### src/rtl/contador_lotes_if.sv
// Bottle/lot counter bus: operator and sensor inputs plus the count outputs.
// The master drives the inputs; the slave is the counter itself.
interface contador_lotes_if #(
   parameter int LARG_LOTES = 7
);
   logic                  incrementar;
   logic                  estornar;
   logic                  reset_manual;
   logic                  habilitar;
   logic [7:0]            unidades_valor;
   logic [LARG_LOTES-1:0] lotes_valor;
   logic [15:0]           contador_total;
   logic                  pulso_lote;
   logic                  pulso_cheio;
   logic                  cheio;

   modport master (
      output incrementar, estornar, reset_manual, habilitar,
      input  unidades_valor, lotes_valor, contador_total,
      input  pulso_lote, pulso_cheio, cheio
   );

   modport slave (
      input  incrementar, estornar, reset_manual, habilitar,
      output unidades_valor, lotes_valor, contador_total,
      output pulso_lote, pulso_cheio, cheio
   );
endinterface

### src/rtl/contador_lotes.sv
// Approved-bottle counter: groups bottles into lots, counts lots and keeps a
// running total; a reject rise removes one bottle from the open lot.
//
// state     | meaning
// ----------+-------------------------------------------------------------
// ST_CONTA  | counting; sensor edges update the counters
// ST_CHEIO  | lot count saturated at MAX_LOTES; edges ignored until a clear
module contador_lotes #(
   parameter int UNIDADES_POR_LOTE = 12,
   parameter int MAX_LOTES         = 10,
   parameter int LARG_LOTES        = 7,
   parameter int MODO_AUTO_RESET   = 1
) (
   input logic             clk,
   input logic             reset,
   contador_lotes_if.slave bus
);

   localparam logic [7:0]            UNI_ULTIMA = 8'(UNIDADES_POR_LOTE - 1);
   localparam logic [LARG_LOTES-1:0] LOTE_ULTIMO = LARG_LOTES'(MAX_LOTES - 1);
   localparam logic [LARG_LOTES-1:0] LOTE_MAX    = LARG_LOTES'(MAX_LOTES);

   typedef enum logic {ST_CONTA = 1'b0, ST_CHEIO = 1'b1} estado_t;

   estado_t               estado;
   estado_t               estado_prox;

   logic                  prev_inc;
   logic                  prev_est;
   logic                  ev_inc;
   logic                  ev_est;

   logic [7:0]            unidades;
   logic [LARG_LOTES-1:0] lotes;
   logic [15:0]           total;
   logic                  pulso_lote_r;
   logic                  pulso_cheio_r;

   logic                  conta_ok;
   logic                  inc_ok;
   logic                  est_ok;
   logic                  fecha_lote;
   logic                  atinge_max;
   logic                  cheio;

   assign ev_inc = bus.incrementar & ~prev_inc;
   assign ev_est = bus.estornar & ~prev_est;

   // Simultaneous rises cancel; a reject on an empty lot never reopens one.
   assign conta_ok   = bus.habilitar & ~bus.reset_manual & (estado == ST_CONTA);
   assign inc_ok     = conta_ok & ev_inc & ~ev_est;
   assign est_ok     = conta_ok & ev_est & ~ev_inc & (unidades != 8'd0);
   assign fecha_lote = inc_ok & (unidades == UNI_ULTIMA);
   assign atinge_max = fecha_lote & (lotes == LOTE_ULTIMO);

   always_ff @(posedge clk) begin
      if (reset) begin
         prev_inc <= 1'b0;
         prev_est <= 1'b0;
      end else begin
         prev_inc <= bus.incrementar;
         prev_est <= bus.estornar;
      end
   end

   always_ff @(posedge clk) begin
      if (reset) begin
         estado <= ST_CONTA;
      end else begin
         estado <= estado_prox;
      end
   end

   always_comb begin
      estado_prox = estado;
      case (estado)
         ST_CONTA: begin
            if (atinge_max && (MODO_AUTO_RESET == 0)) begin
               estado_prox = ST_CHEIO;
            end
         end
         ST_CHEIO: begin
            if (bus.reset_manual) begin
               estado_prox = ST_CONTA;
            end
         end
         default: estado_prox = ST_CONTA;
      endcase
   end

   always_comb begin
      cheio = 1'b0;
      if (estado == ST_CHEIO) begin
         cheio = 1'b1;
      end
   end

   always_ff @(posedge clk) begin
      if (reset) begin
         unidades      <= 8'd0;
         lotes         <= '0;
         total         <= 16'd0;
         pulso_lote_r  <= 1'b0;
         pulso_cheio_r <= 1'b0;
      end else if (bus.reset_manual) begin
         unidades      <= 8'd0;
         lotes         <= '0;
         total         <= 16'd0;
         pulso_lote_r  <= 1'b0;
         pulso_cheio_r <= 1'b0;
      end else begin
         pulso_lote_r  <= fecha_lote;
         pulso_cheio_r <= atinge_max;
         if (inc_ok) begin
            total <= total + 16'd1;
            if (fecha_lote) begin
               unidades <= 8'd0;
               if (!atinge_max) begin
                  lotes <= lotes + 1'b1;
               end else if (MODO_AUTO_RESET != 0) begin
                  lotes <= '0;
               end else begin
                  lotes <= LOTE_MAX;
               end
            end else begin
               unidades <= unidades + 8'd1;
            end
         end else if (est_ok) begin
            unidades <= unidades - 8'd1;
            total    <= total - 16'd1;
         end
      end
   end

   assign bus.unidades_valor = unidades;
   assign bus.lotes_valor    = lotes;
   assign bus.contador_total = total;
   assign bus.pulso_lote     = pulso_lote_r;
   assign bus.pulso_cheio    = pulso_cheio_r;
   assign bus.cheio          = cheio;

endmodule

### src/flat_wrapper.sv
// flat-port wrapper written by rule: the top's interface ports become plain ports
module contador_lotes_flat 
#(
   parameter int UNIDADES_POR_LOTE = 12,
   parameter int MAX_LOTES         = 10,
   parameter int LARG_LOTES        = 7,
   parameter int MODO_AUTO_RESET   = 1
)
  (clk, reset, bus_incrementar, bus_estornar, bus_reset_manual, bus_habilitar, bus_unidades_valor, bus_lotes_valor, bus_contador_total, bus_pulso_lote, bus_pulso_cheio, bus_cheio);
  contador_lotes_if #(.LARG_LOTES(LARG_LOTES)) bus_i ();
  input logic clk;
  input logic reset;
  input wire logic [$bits(bus_i.incrementar)-1:0] bus_incrementar;
  input wire logic [$bits(bus_i.estornar)-1:0] bus_estornar;
  input wire logic [$bits(bus_i.reset_manual)-1:0] bus_reset_manual;
  input wire logic [$bits(bus_i.habilitar)-1:0] bus_habilitar;
  output wire logic [$bits(bus_i.unidades_valor)-1:0] bus_unidades_valor;
  output wire logic [$bits(bus_i.lotes_valor)-1:0] bus_lotes_valor;
  output wire logic [$bits(bus_i.contador_total)-1:0] bus_contador_total;
  output wire logic [$bits(bus_i.pulso_lote)-1:0] bus_pulso_lote;
  output wire logic [$bits(bus_i.pulso_cheio)-1:0] bus_pulso_cheio;
  output wire logic [$bits(bus_i.cheio)-1:0] bus_cheio;
  assign bus_i.incrementar = bus_incrementar;
  assign bus_i.estornar = bus_estornar;
  assign bus_i.reset_manual = bus_reset_manual;
  assign bus_i.habilitar = bus_habilitar;
  assign bus_unidades_valor = bus_i.unidades_valor;
  assign bus_lotes_valor = bus_i.lotes_valor;
  assign bus_contador_total = bus_i.contador_total;
  assign bus_pulso_lote = bus_i.pulso_lote;
  assign bus_pulso_cheio = bus_i.pulso_cheio;
  assign bus_cheio = bus_i.cheio;
  contador_lotes #(.UNIDADES_POR_LOTE(UNIDADES_POR_LOTE), .MAX_LOTES(MAX_LOTES), .LARG_LOTES(LARG_LOTES), .MODO_AUTO_RESET(MODO_AUTO_RESET)) u_core (.clk(clk), .reset(reset), .bus(bus_i));
endmodule
### config.mk
export PLATFORM = sky130hd
export DESIGN_NAME = contador_lotes_flat
export DESIGN_NICKNAME = d
export VERILOG_FILES = /design/src/rtl/contador_lotes_if.sv /design/src/rtl/contador_lotes.sv /design/src/flat_wrapper.sv
export SDC_FILE = /design/constraint.sdc
export NUM_CORES = 1
export LEC_CHECK = 0
export CAP_MARGIN = 5
export CORE_MARGIN = 4
export CORE_UTILIZATION = 38
export CTS_CLUSTER_SIZE = 20
export DETAILED_ROUTE_END_ITERATION = 10
export DONT_BUFFER_PORTS = 1
export GPL_TIMING_DRIVEN = 0
export SYNTH_ARGS = -nofsm -noshare
export SYNTH_HDL_FRONTEND = slang
export SYNTH_SLANG_ARGS = --single-unit
### constraint.sdc
create_clock -name clk -period 3.2 [get_ports clk]
set_input_delay 0.32 -clock clk [delete_from_list [all_inputs] [get_ports clk]]
set_output_delay 0.32 -clock clk [all_outputs]
set_load 0.02 [all_outputs]
[After elaboration in Yosys (flattened, before gate mapping)]
Index checks and enable logic that the tools add are counted.
Operators by class
  eq/ne operators: 2
  multiplexer cells: 8
  bitwise logic cells: 17
  reduce and logical (&&, ||, !) cells: 5
  add/sub/neg operators: 5
Operators by type and width (count)
  two-way mux 16 bit: 2
  two-way mux 8 bit: 3
  adder 16 x 1 -> 16 bit (second input constant): 1
  subtractor 16 x 1 -> 16 bit (second input constant): 1
  AND 1 bit: 11
  adder 8 x 1 -> 8 bit (second input constant): 1
  == test 8 x 4 -> 1 bit (second input constant): 1
  nonzero test 8 bit: 1
  subtractor 8 x 1 -> 8 bit (second input constant): 1
  adder 7 x 1 -> 7 bit (second input constant): 1
  == test 7 x 4 -> 1 bit (second input constant): 1
  two-way mux 7 bit: 1
  NOT 1 bit: 6
  OR reduction 2 bit: 2
  two-way mux 1 bit: 2
  AND reduction 2 bit: 1
  nonzero test 2 bit: 1
Word-level totals
  logic and storage cells: 45
  flip-flop bits (word level): 36
  output and inout bits: 34

[Logic depth before layout (Yosys ltp)]
Gate-level depths: netlist (run 1).
  depth in word-level cells: 8
  gate-level depth with buffers: 10
  gate-level depth less buffers: 10

[Worst setup path before layout (run 1)]
OpenSTA, ideal clock, no wires.
  path type: register to register
  start: reg u_core.estado
  end: reg u_core.total[13] (netlist: u_core.bus.contador_total[13])
  path slack: 0.273 ns
  period minus slack after synthesis: 2.927 ns
  arrival time: 2.805 ns
  setup time: 0.122 ns
  cell stages (with the launch flop): 11
  cell sequence: dfxtp_1 > nor3b_4 > nand3_2 > clkbuf_1 > ha_1 > a21o_1 > a21oi_1 > a21oi_1 > o21ai_0 > a2111oi_0 > a311o_1
On the way
  longest elaborated chain between the ends: 6
  elaborated cells between the ends (all ways): 9
  those cells by class: mux: 1; bitwise: 7; reduce/logical: 1
Ends and longest elaborated chain
  start: declaration: RTL line contador_lotes.sv:25  | estado_t estado;
  start signal: assignment: RTL line contador_lotes.sv:70  | estado <= estado_prox;
  NOT 1 bit (*): RTL line contador_lotes.sv:50  | assign conta_ok = bus.habilitar & ~bus.reset_manual & (estado == ST_CONTA);
  AND 1 bit (*): RTL line contador_lotes.sv:50
  AND 1 bit (3 in a row): RTL line contador_lotes.sv:52  | assign est_ok = conta_ok & ev_est & ~ev_inc & (unidades != 8'd0);
  nonzero test 2 bit (no line)
  end signal: assignment: RTL line contador_lotes.sv:115  | total <= total + 16'd1;
  end signal: assignment: RTL line contador_lotes.sv:130  | total <= total - 16'd1;
  end: declaration: RTL line contador_lotes.sv:35  | logic [15:0] total;
Every way passes the cells marked *; elsewhere a longest branch is shown, timed or not.
A chain may end at the register's enable or synchronous reset.

[Worst setup path after layout (run 1)]
Ends and elaborated chain as after synthesis.

==> results of run 1 <==
[what timing repair did]
item / CTS / global route
resized for setup: 2 / 5
setup endpoints to repair: 8 / 4
pin swaps: 0 / 1
buffers inserted: 0 / 3
[worst reg2reg max path, stage by stage, from the launching register on]
cell and delay (ps):
sky130_fd_sc_hd__dfxtp_1 410, sky130_fd_sc_hd__nor3b_4 320, sky130_fd_sc_hd__nand3_4 160, sky130_fd_sc_hd__buf_6 230, sky130_fd_sc_hd__ha_1 370, sky130_fd_sc_hd__a21o_1 200, sky130_fd_sc_hd__a21oi_1 260, sky130_fd_sc_hd__a21oi_1 190
sky130_fd_sc_hd__o21ai_0 240, sky130_fd_sc_hd__a2111oi_1 120, sky130_fd_sc_hd__a311o_1 330
[cell usage in the layout (no fill, tap or decap), types with 3 or more instances in the layout]
cell                       instances
sky130_fd_sc_hd__and3_1            3
sky130_fd_sc_hd__nor2_1           28
sky130_fd_sc_hd__xor2_1            3
sky130_fd_sc_hd__nand3_1          15
sky130_fd_sc_hd__nand2_1          29
sky130_fd_sc_hd__o21ai_0          14
sky130_fd_sc_hd__nand4_1           4
sky130_fd_sc_hd__a22o_1            3
sky130_fd_sc_hd__clkbuf_8          7
sky130_fd_sc_hd__nor2b_1           3
sky130_fd_sc_hd__buf_6             4
sky130_fd_sc_hd__a21oi_1          26
sky130_fd_sc_hd__nor3_1            9
sky130_fd_sc_hd__inv_1             9
sky130_fd_sc_hd__dfxtp_1          36
sky130_fd_sc_hd__ha_1             21
sky130_fd_sc_hd__nand2b_1          4
sky130_fd_sc_hd__buf_4             3
sky130_fd_sc_hd__and2_1            5
sky130_fd_sc_hd__xnor2_1          15
sky130_fd_sc_hd__a21o_1            7
[report_power, final]
group / leakage (nW) / internal [W] / switching (W)
clock network: 0.0548 / 0.000235 / 0.000194
registers: 0.291 / 0.000454 / 0.0000126
logic: 0.727 / 0.0000631 / 0.0000814
total: 1.07 / 0.000752 / 0.000288
[layer usage]
| metal | part of all wire (%) | GRT usage [%] | up-vias |
|---|---|---|---|
| met5 | 0 | 0 | - |
| met4 | 1.1 | 4.258 | 0 |
| met3 | 6.5 | 5.680 | 8 |
| met2 | 47 | 26.05 | 66 |
| met1 | 46 | 21.12 | 1009 |
| li1 | - | - | 1092 |
[metrics by stage]
stage	power [W]	hold slack (ps)	instances
finish	0.001040	79.55	383
global route	0.001088	69.71	383
CTS	0.001040	79.48	380
detailed placement	0.0006148	397.9	372
global placement	0.0006133	393.8	372
floorplan	0.0005875	391.6	295
[kinds of logic (layout without fill, tap and decap cells)]
group	count (synthesis)	after routing	synth area share [%]
multiplexers	2	2	0.8603
AND/OR/NAND/NOR	121	121	26.01
AO/OA/AOI/OAI	78	78	21.71
XOR/XNOR	18	18	6.377
buffers and inverters	18	29	4.453
adder cells (fa/ha/maj)	22	22	11.44
flip-flops	36	36	29.15
[area by class of cell]
class / instances / area, um^2
Buffer: 8 / 80.08
Clock buffer: 5 / 68.82
Clock inverter: 3 / 46.29
Fill cell: 629 / 3620
Inverter: 10 / 37.54
Multi-Input combinational cell: 241 / 1658
Sequential cell: 36 / 720.7
Tap cell: 77 / 96.34
Timing Repair Buffer: 3 / 22.52
[state kept, by name, summed over array words and instances (netlist names)]
name,cells
u_core.prev_est,1
u_core.prev_inc,1
u_core.bus.lotes_valor,7
u_core.bus.pulso_cheio,1
u_core.bus.contador_total,16
u_core.estado,1
u_core.bus.pulso_lote,1
u_core.bus.unidades_valor,8
[worst paths after layout]
path / startpoint / endpoint / slack [ps] / cells past startpoint
worst max-delay path: u_core.estado$_SDFF_PP0_ / u_core.bus.contador_total[13]$_SDFFE_PP0P_ / 260 / 10
worst min register to register: u_core.bus.contador_total[11]$_SDFFE_PP0P_ / u_core.bus.contador_total[11]$_SDFFE_PP0P_ / 580 / 2
worst min-delay path: reset / u_core.prev_inc$_SDFF_PP0_ / 80 / 1
worst max register to register: u_core.estado$_SDFF_PP0_ / u_core.bus.contador_total[13]$_SDFFE_PP0P_ / 260 / 10
==> flow_metrics.py, run 1 <==
metrics = {
    "synth": {
        "synth-edff-count": 0,
        "synthFlopType": "sky130_fd_sc_hd__dfxtp_1",
        "yosys_warnings": 0,
        "yosys.cell_types.count": 62,
        "synth.area.top_cells": "sky130_fd_sc_hd__dfxtp_1 (29%), sky130_fd_sc_hd__ha_1 (11%), sky130_fd_sc_hd__xnor2_1 (5.3%)",
        "ys_seq_elements": 36,
        "ys_top_cells_by_count": "sky130_fd_sc_hd__dfxtp_1 (36), sky130_fd_sc_hd__nand2_1 (29), sky130_fd_sc_hd__nor2_1 (28)",
        "synth_most_common_cell": "sky130_fd_sc_hd__dfxtp_1",
        "synth_sequential_area_ratio_pct": 29.15,
        "synthDominantCellAreaShare_pct": 29.15,
        "synthDominantAreaCellType": "sky130_fd_sc_hd__dfxtp_1",
        "syn-instance-count": 295,
        "synthesis.area_per_instance_um2": 8.381,
        "synthArstFlopShare_pct": 0,
        "syn_nets": 323,
        "netlist_area_pre_place_um2": 2472,
    },
    "drt": {
        "avgViaCountPerCell": 5.679,
        "drt_drc_violations_left": 0,
        "final_antenna_net_count": 0,
        "wirelength_um": 6046,
        "dr_total_vias": 2175,
        "average_wire_length_per_cell_after_detail_routing_um": 15.79,
        "detail_route.first_pass.iterations": 4,
        "detail_route.iter0.violations": 121,
    },
    "floorplan": {
        "initial_core_util_pct": 38.94,
        "ios": 40,
        "dieHeight_um": 88.66,
        "chipWidth_um": 88.66,
        "rows": 29,
        "die_area_um2": 7861,
        "core_area_um2": 6350,
    },
    "power_and_ir_drop": {
        "power_leakage_nw": 1.072,
        "ir_drop_uv": 283.4,
        "p_per_area_nw_per_um2": 380.9,
    },
    "clock_network": {
        "clk_pin_slew_worst_setup_hold_paths_ps": 80,
        "worstSkewPairLatency_ps": 300,
        "cts_max_path_buffers": 2,
        "cts-buffers-inserted": 5,
        "tritoncts": "done",
        "htree_levels": 2,
        "cts-root-buf": "sky130_fd_sc_hd__clkbuf_8",
        "cts_sinks": 36,
        "cts_hold_buf": 0,
    },
    "placed_design": {
        "dp_hpwl_um": 4408,
        "placedInstanceArea_um2": 2569,
        "place.port_buffers": 0,
        "pre_cts_slack_ps": -425.9,
        "gp_congestion": 0.8302,
    },
    "final_layout": {
        "finish.net_count": 333,
        "final_instance_area_um2": 2730,
        "layout-drive-gt1-share_pct": 11.76,
        "flow.area_growth_from_synthesis_pct": 10.43,
        "antenna_cells": 0,
        "final_util_pct": 43.00,
    },
    "timing": {
        "setup_violations": 0,
        "finalClockSkew_ps": 3.561,
        "period_needed_ps": 2942,
        "timing.max_slew.rel_slack_pct": 64.52,
        "slew_viol_final": 0,
        "rsz_0062_raised_after_global_routing": "false",
        "sum_neg_setup_slack_ps": 0,
        "final_min_period_over_clock_period_pct": 91.93,
        "measured_slew_at_the_worst_slew_check_pin_ps": 532.2,
        "timing.final.hold_violations": 0,
        "final_critical_path_setup_slack_ps": 258.3,
        "fmaxAchievable_ghz": 0.3399,
    },
    "setup_path": {
        "path_class": "reg -> reg",
        "crit_path_top_delay_cell": "sky130_fd_sc_hd__dfxtp_1",
        "critical_path.max_stage_delay_ps": 410,
        "cell_mode_on_critical_path": "sky130_fd_sc_hd__a21oi_1",
        "endpoint_kind": "flip-flop",
        "cp_max_fo": 25,
        "worstPathRequired_ps": 3390,
        "crit_path_cells": "nor3b_4 -> nand3_4 -> buf_6 -> ha_1 -> a21o_1 -> a21oi_1 -> a21oi_1 -> o21ai_0 -> a2111oi_1 -> a311o_1",
        "arrival_time_worst_endpoint_ps": 3130,
        "timing.critical_path.from_type": "flip-flop",
        "cp.buffers_inverters": 1,
        "critical-path-top-delay-family": "compound AO/OA/AOI/OAI gates",
    },
    "global_routing": {
        "grt_pass1_vias": 2039,
        "grt-ovfl-total": 0,
        "grt_start_max_net_pins": 26,
        "grt_first_pass_wirelength_um": 10050,
        "antenna_violations_before_repair": 0,
        "grt.total_usage_pct": 16.37,
    },
    "status": {
        "outcome": "finished clean",
    },
    "flow_run": {
        "max_cap_viol_count": 0,
    },
    "worst_hold_path": {
        "holdCritPathClass": "in -> reg",
    },
}
No activity file was read; power rests on OpenSTA's default activity.
==> inputs of run 2 (changes only) <==
--- a/config.mk
+++ b/config.mk
@@ -8,7 +8,6 @@
 export CAP_MARGIN = 5
 export CORE_MARGIN = 4
 export CORE_UTILIZATION = 38
-export CTS_CLUSTER_SIZE = 20
 export DETAILED_ROUTE_END_ITERATION = 10
 export DONT_BUFFER_PORTS = 1
 export GPL_TIMING_DRIVEN = 0
==> results of run 2 <==
No change in the layout: final DEF, timing and power equal those of run 1.
==> inputs of run 3 (changes only) <==
--- a/config.mk
+++ b/config.mk
@@ -11,6 +11,7 @@
 export DETAILED_ROUTE_END_ITERATION = 10
 export DONT_BUFFER_PORTS = 1
 export GPL_TIMING_DRIVEN = 0
+export SETUP_SLACK_MARGIN = 0.4
 export SYNTH_ARGS = -nofsm -noshare
 export SYNTH_HDL_FRONTEND = slang
 export SYNTH_SLANG_ARGS = --single-unit
==> run 3 against run 2 <==
Effect of this change:
- hold slack worse by 2.5 ps
- die area stayed put
- total power shrank 6.8%
- routed wire length is 2.5% higher
- clock power fell by 19%
- critical path depth unchanged
- critical path type unchanged
- critical endpoint is now u_core.bus.contador_total[14]$_SDFFE_PP0P_
- highest routed layer unchanged
==> flow_metrics.py, run 3 (synthesis gave the netlist of run 1 again) <==
metrics = {
    "status": {
        "outcome": "finished clean",
    },
    "final_layout": {
        "antenna_cells": 0,
        "layout-drive-gt1-share_pct": 15.53,
        "flow.area_growth_from_synthesis_pct": 13.87,
        "largest_register_ffs": 16,
        "layout.cells.most_common": "sky130_fd_sc_hd__dfxtp_1",
        "commonest_cells_after_routing_fill_and_taps_aside": "sky130_fd_sc_hd__dfxtp_1 (35), sky130_fd_sc_hd__nand2_1 (29), sky130_fd_sc_hd__nor2_1 (28), sky130_fd_sc_hd__a21oi_1 (24), sky130_fd_sc_hd__ha_1 (18)",
        "final_instance_area_um2": 2815,
        "finish.net_count": 336,
    },
    "floorplan": {
        "die_area_um2": 7861,
        "core_area_um2": 6350,
        "rows": 29,
        "initial_core_util_pct": 38.94,
        "chipWidth_um": 88.66,
        "ios": 40,
        "dieHeight_um": 88.66,
    },
    "worst_hold_path": {
        "holdCritPathClass": "in -> reg",
    },
    "clock_network": {
        "cts_sinks": 36,
        "cts_max_path_buffers": 2,
        "htree_levels": 2,
        "cts-buffers-inserted": 5,
        "cts-root-buf": "sky130_fd_sc_hd__clkbuf_8",
        "tritoncts": "done",
        "clk_pin_slew_worst_setup_hold_paths_ps": 80,
        "cts_hold_buf": 0,
        "worstSkewPairLatency_ps": 300,
    },
    "global_routing": {
        "grt_pass1_vias": 2114,
        "grt.total_usage_pct": 16.68,
        "antenna_violations_before_repair": 0,
        "grt_first_pass_wirelength_um": 10340,
        "grt-ovfl-total": 0,
        "grt_start_max_net_pins": 26,
    },
    "setup_path": {
        "crit_end": "u_core.bus.contador_total[14]$_SDFFE_PP0P_",
        "rr_worst_depth": 10,
        "endpoint_kind": "flip-flop",
        "path_class": "reg -> reg",
        "crit-reg2reg-capture": "u_core.bus.contador_total[14]$_SDFFE_PP0P_",
        "cp_max_fo": 13,
        "timing.critical_path.from_type": "flip-flop",
        "regToRegStartpoint": "u_core.estado$_SDFF_PP0_",
        "cp-startpoint": "u_core.estado$_SDFF_PP0_",
        "worstPathRequired_ps": 3390,
        "arrival_time_worst_endpoint_ps": 2830,
        "r2r_setup_slack_ps": 560,
    },
    "power_and_ir_drop": {
        "power.share.switching_pct": 30.03,
        "ir_drop_uv": 239.4,
        "p_per_area_nw_per_um2": 344.3,
        "power.internal_w": 0.0006781,
        "total_net_switching_power_w": 0.0002911,
        "finalPower_w": 0.0009691,
        "power_frac_clock_pct": 35.7,
        "power_leakage_nw": 1.088,
        "power.share.combinational_pct": 16.2,
        "power.sequential.fraction_pct": 48.1,
    },
    "timing": {
        "sum_neg_setup_slack_ps": 0,
        "fmaxAchievable_ghz": 0.3789,
        "setup_violations": 0,
        "timing.max_slew.rel_slack_pct": 63.38,
        "finalClockSkew_ps": 8.188,
        "period_needed_ps": 2639,
        "slew_viol_final": 0,
        "final_min_period_over_clock_period_pct": 82.47,
        "measured_slew_at_the_worst_slew_check_pin_ps": 535.5,
        "final_critical_path_setup_slack_ps": 561.0,
        "timing.final.hold_violations": 0,
        "rsz_0062_raised_after_global_routing": "false",
    },
    "drt": {
        "average_wire_length_per_cell_after_detail_routing_um": 16.06,
        "detail_route.first_pass.iterations": 4,
        "detail_route.iter0.violations": 90,
        "dr_total_vias": 2203,
        "wirelength_um": 6199,
        "avgViaCountPerCell": 5.707,
        "drt_drc_violations_left": 0,
        "final_antenna_net_count": 0,
    },
    "flow_run": {
        "max_cap_viol_count": 0,
    },
    "placed_design": {
        "pre_cts_slack_ps": -136.0,
        "place.port_buffers": 0,
        "placedInstanceArea_um2": 2570,
        "dp_hpwl_um": 4531,
        "gp_congestion": 0.8267,
    },
}
## run 3: cell types whose count changed in the layout (fill, tap and decap cells not counted), sizes merged
| cell | delta |
|---|---|
| buf | +2 |
| bufinv | -1 |
| inv | -1 |
| clkinv | +1 |
| clkbuf | +1 |
| clkinvlp | +1 |
## run 3: critical path: stages (launching register included)
cell and delay (ps):
sky130_fd_sc_hd__dfxtp_2 380, sky130_fd_sc_hd__nor3b_4 240, sky130_fd_sc_hd__nand3_4 140, sky130_fd_sc_hd__clkbuf_16 200
sky130_fd_sc_hd__ha_2 380, sky130_fd_sc_hd__o211ai_1 90, sky130_fd_sc_hd__a21o_1 190, sky130_fd_sc_hd__a211o_1 310
sky130_fd_sc_hd__a211oi_2 270, sky130_fd_sc_hd__nor2_1 70, sky130_fd_sc_hd__a211o_1 260
## run 3: power groups by stage
stage / Sequential, W / Clock [W] / Combinational (W)
floorplan: 0.000475 / 0 / 0.000113
global placement: 0.000477 / 0 / 0.000136
detailed placement: 0.000477 / 0 / 0.000138
CTS: 0.000466 / 0.000355 / 0.000145
global route: 0.000468 / 0.000377 / 0.000176
finish: 0.000466 / 0.000346 / 0.000157
## run 3: cell type report
type / count / area, um^2
Fill cell: 646 / 3535
Multi-Input combinational cell: 241 / 1724
Sequential cell: 36 / 721.9
Tap cell: 77 / 96.34
Buffer: 8 / 93.84
Clock buffer: 5 / 68.82
Timing Repair Buffer: 6 / 48.80
Inverter: 10 / 37.54
Clock inverter: 3 / 23.77
## run 3: routing by layer
metal / vias up / share of wire, % / global-route usage [%]
met4: 0 / 1.0 / 4.121
met1: 1042 / 45 / 21.05
met5: - / 0 / 0
li1: 1099 / - / -
met3: 8 / 6.0 / 4.562
met2: 54 / 48 / 28.07
## run 3: worst min-delay path by stage
stage           from                    endpoint  slack (ps)  cells past startpoint
5_1_grt        reset  u_core.prev_est$_SDFF_PP0_          80                      1
2_1_floorplan  reset  u_core.prev_est$_SDFF_PP0_         390                      1
4_1_cts        reset  u_core.prev_inc$_SDFF_PP0_          70                      1
6_report       reset  u_core.prev_inc$_SDFF_PP0_          80                      1
3_3_place_gp   reset  u_core.prev_inc$_SDFF_PP0_         390                      1
3_5_place_dp   reset  u_core.prev_inc$_SDFF_PP0_         390                      1
## run 3: through the flow
step,hold slack [ps],util [%],instances
6_report,77.05,44.34,386
5_1_grt,79.49,44.34,386
4_1_cts,72.99,42.72,381
3_5_place_dp,394.0,40.47,372
3_3_place_gp,394.4,40.47,372
2_1_floorplan,391.6,-,295
## run 3: timing repair
| action | in CTS | in global routing |
|---|---|---|
| setup endpoints to repair | 10 | 4 |
| buffers inserted | 1 | 4 |
| cloned | 0 | 1 |
| endpoints found under the hold margin | 0 | 0 |
| pin swaps | 1 | 3 |
| resized for setup | 9 | 12 |
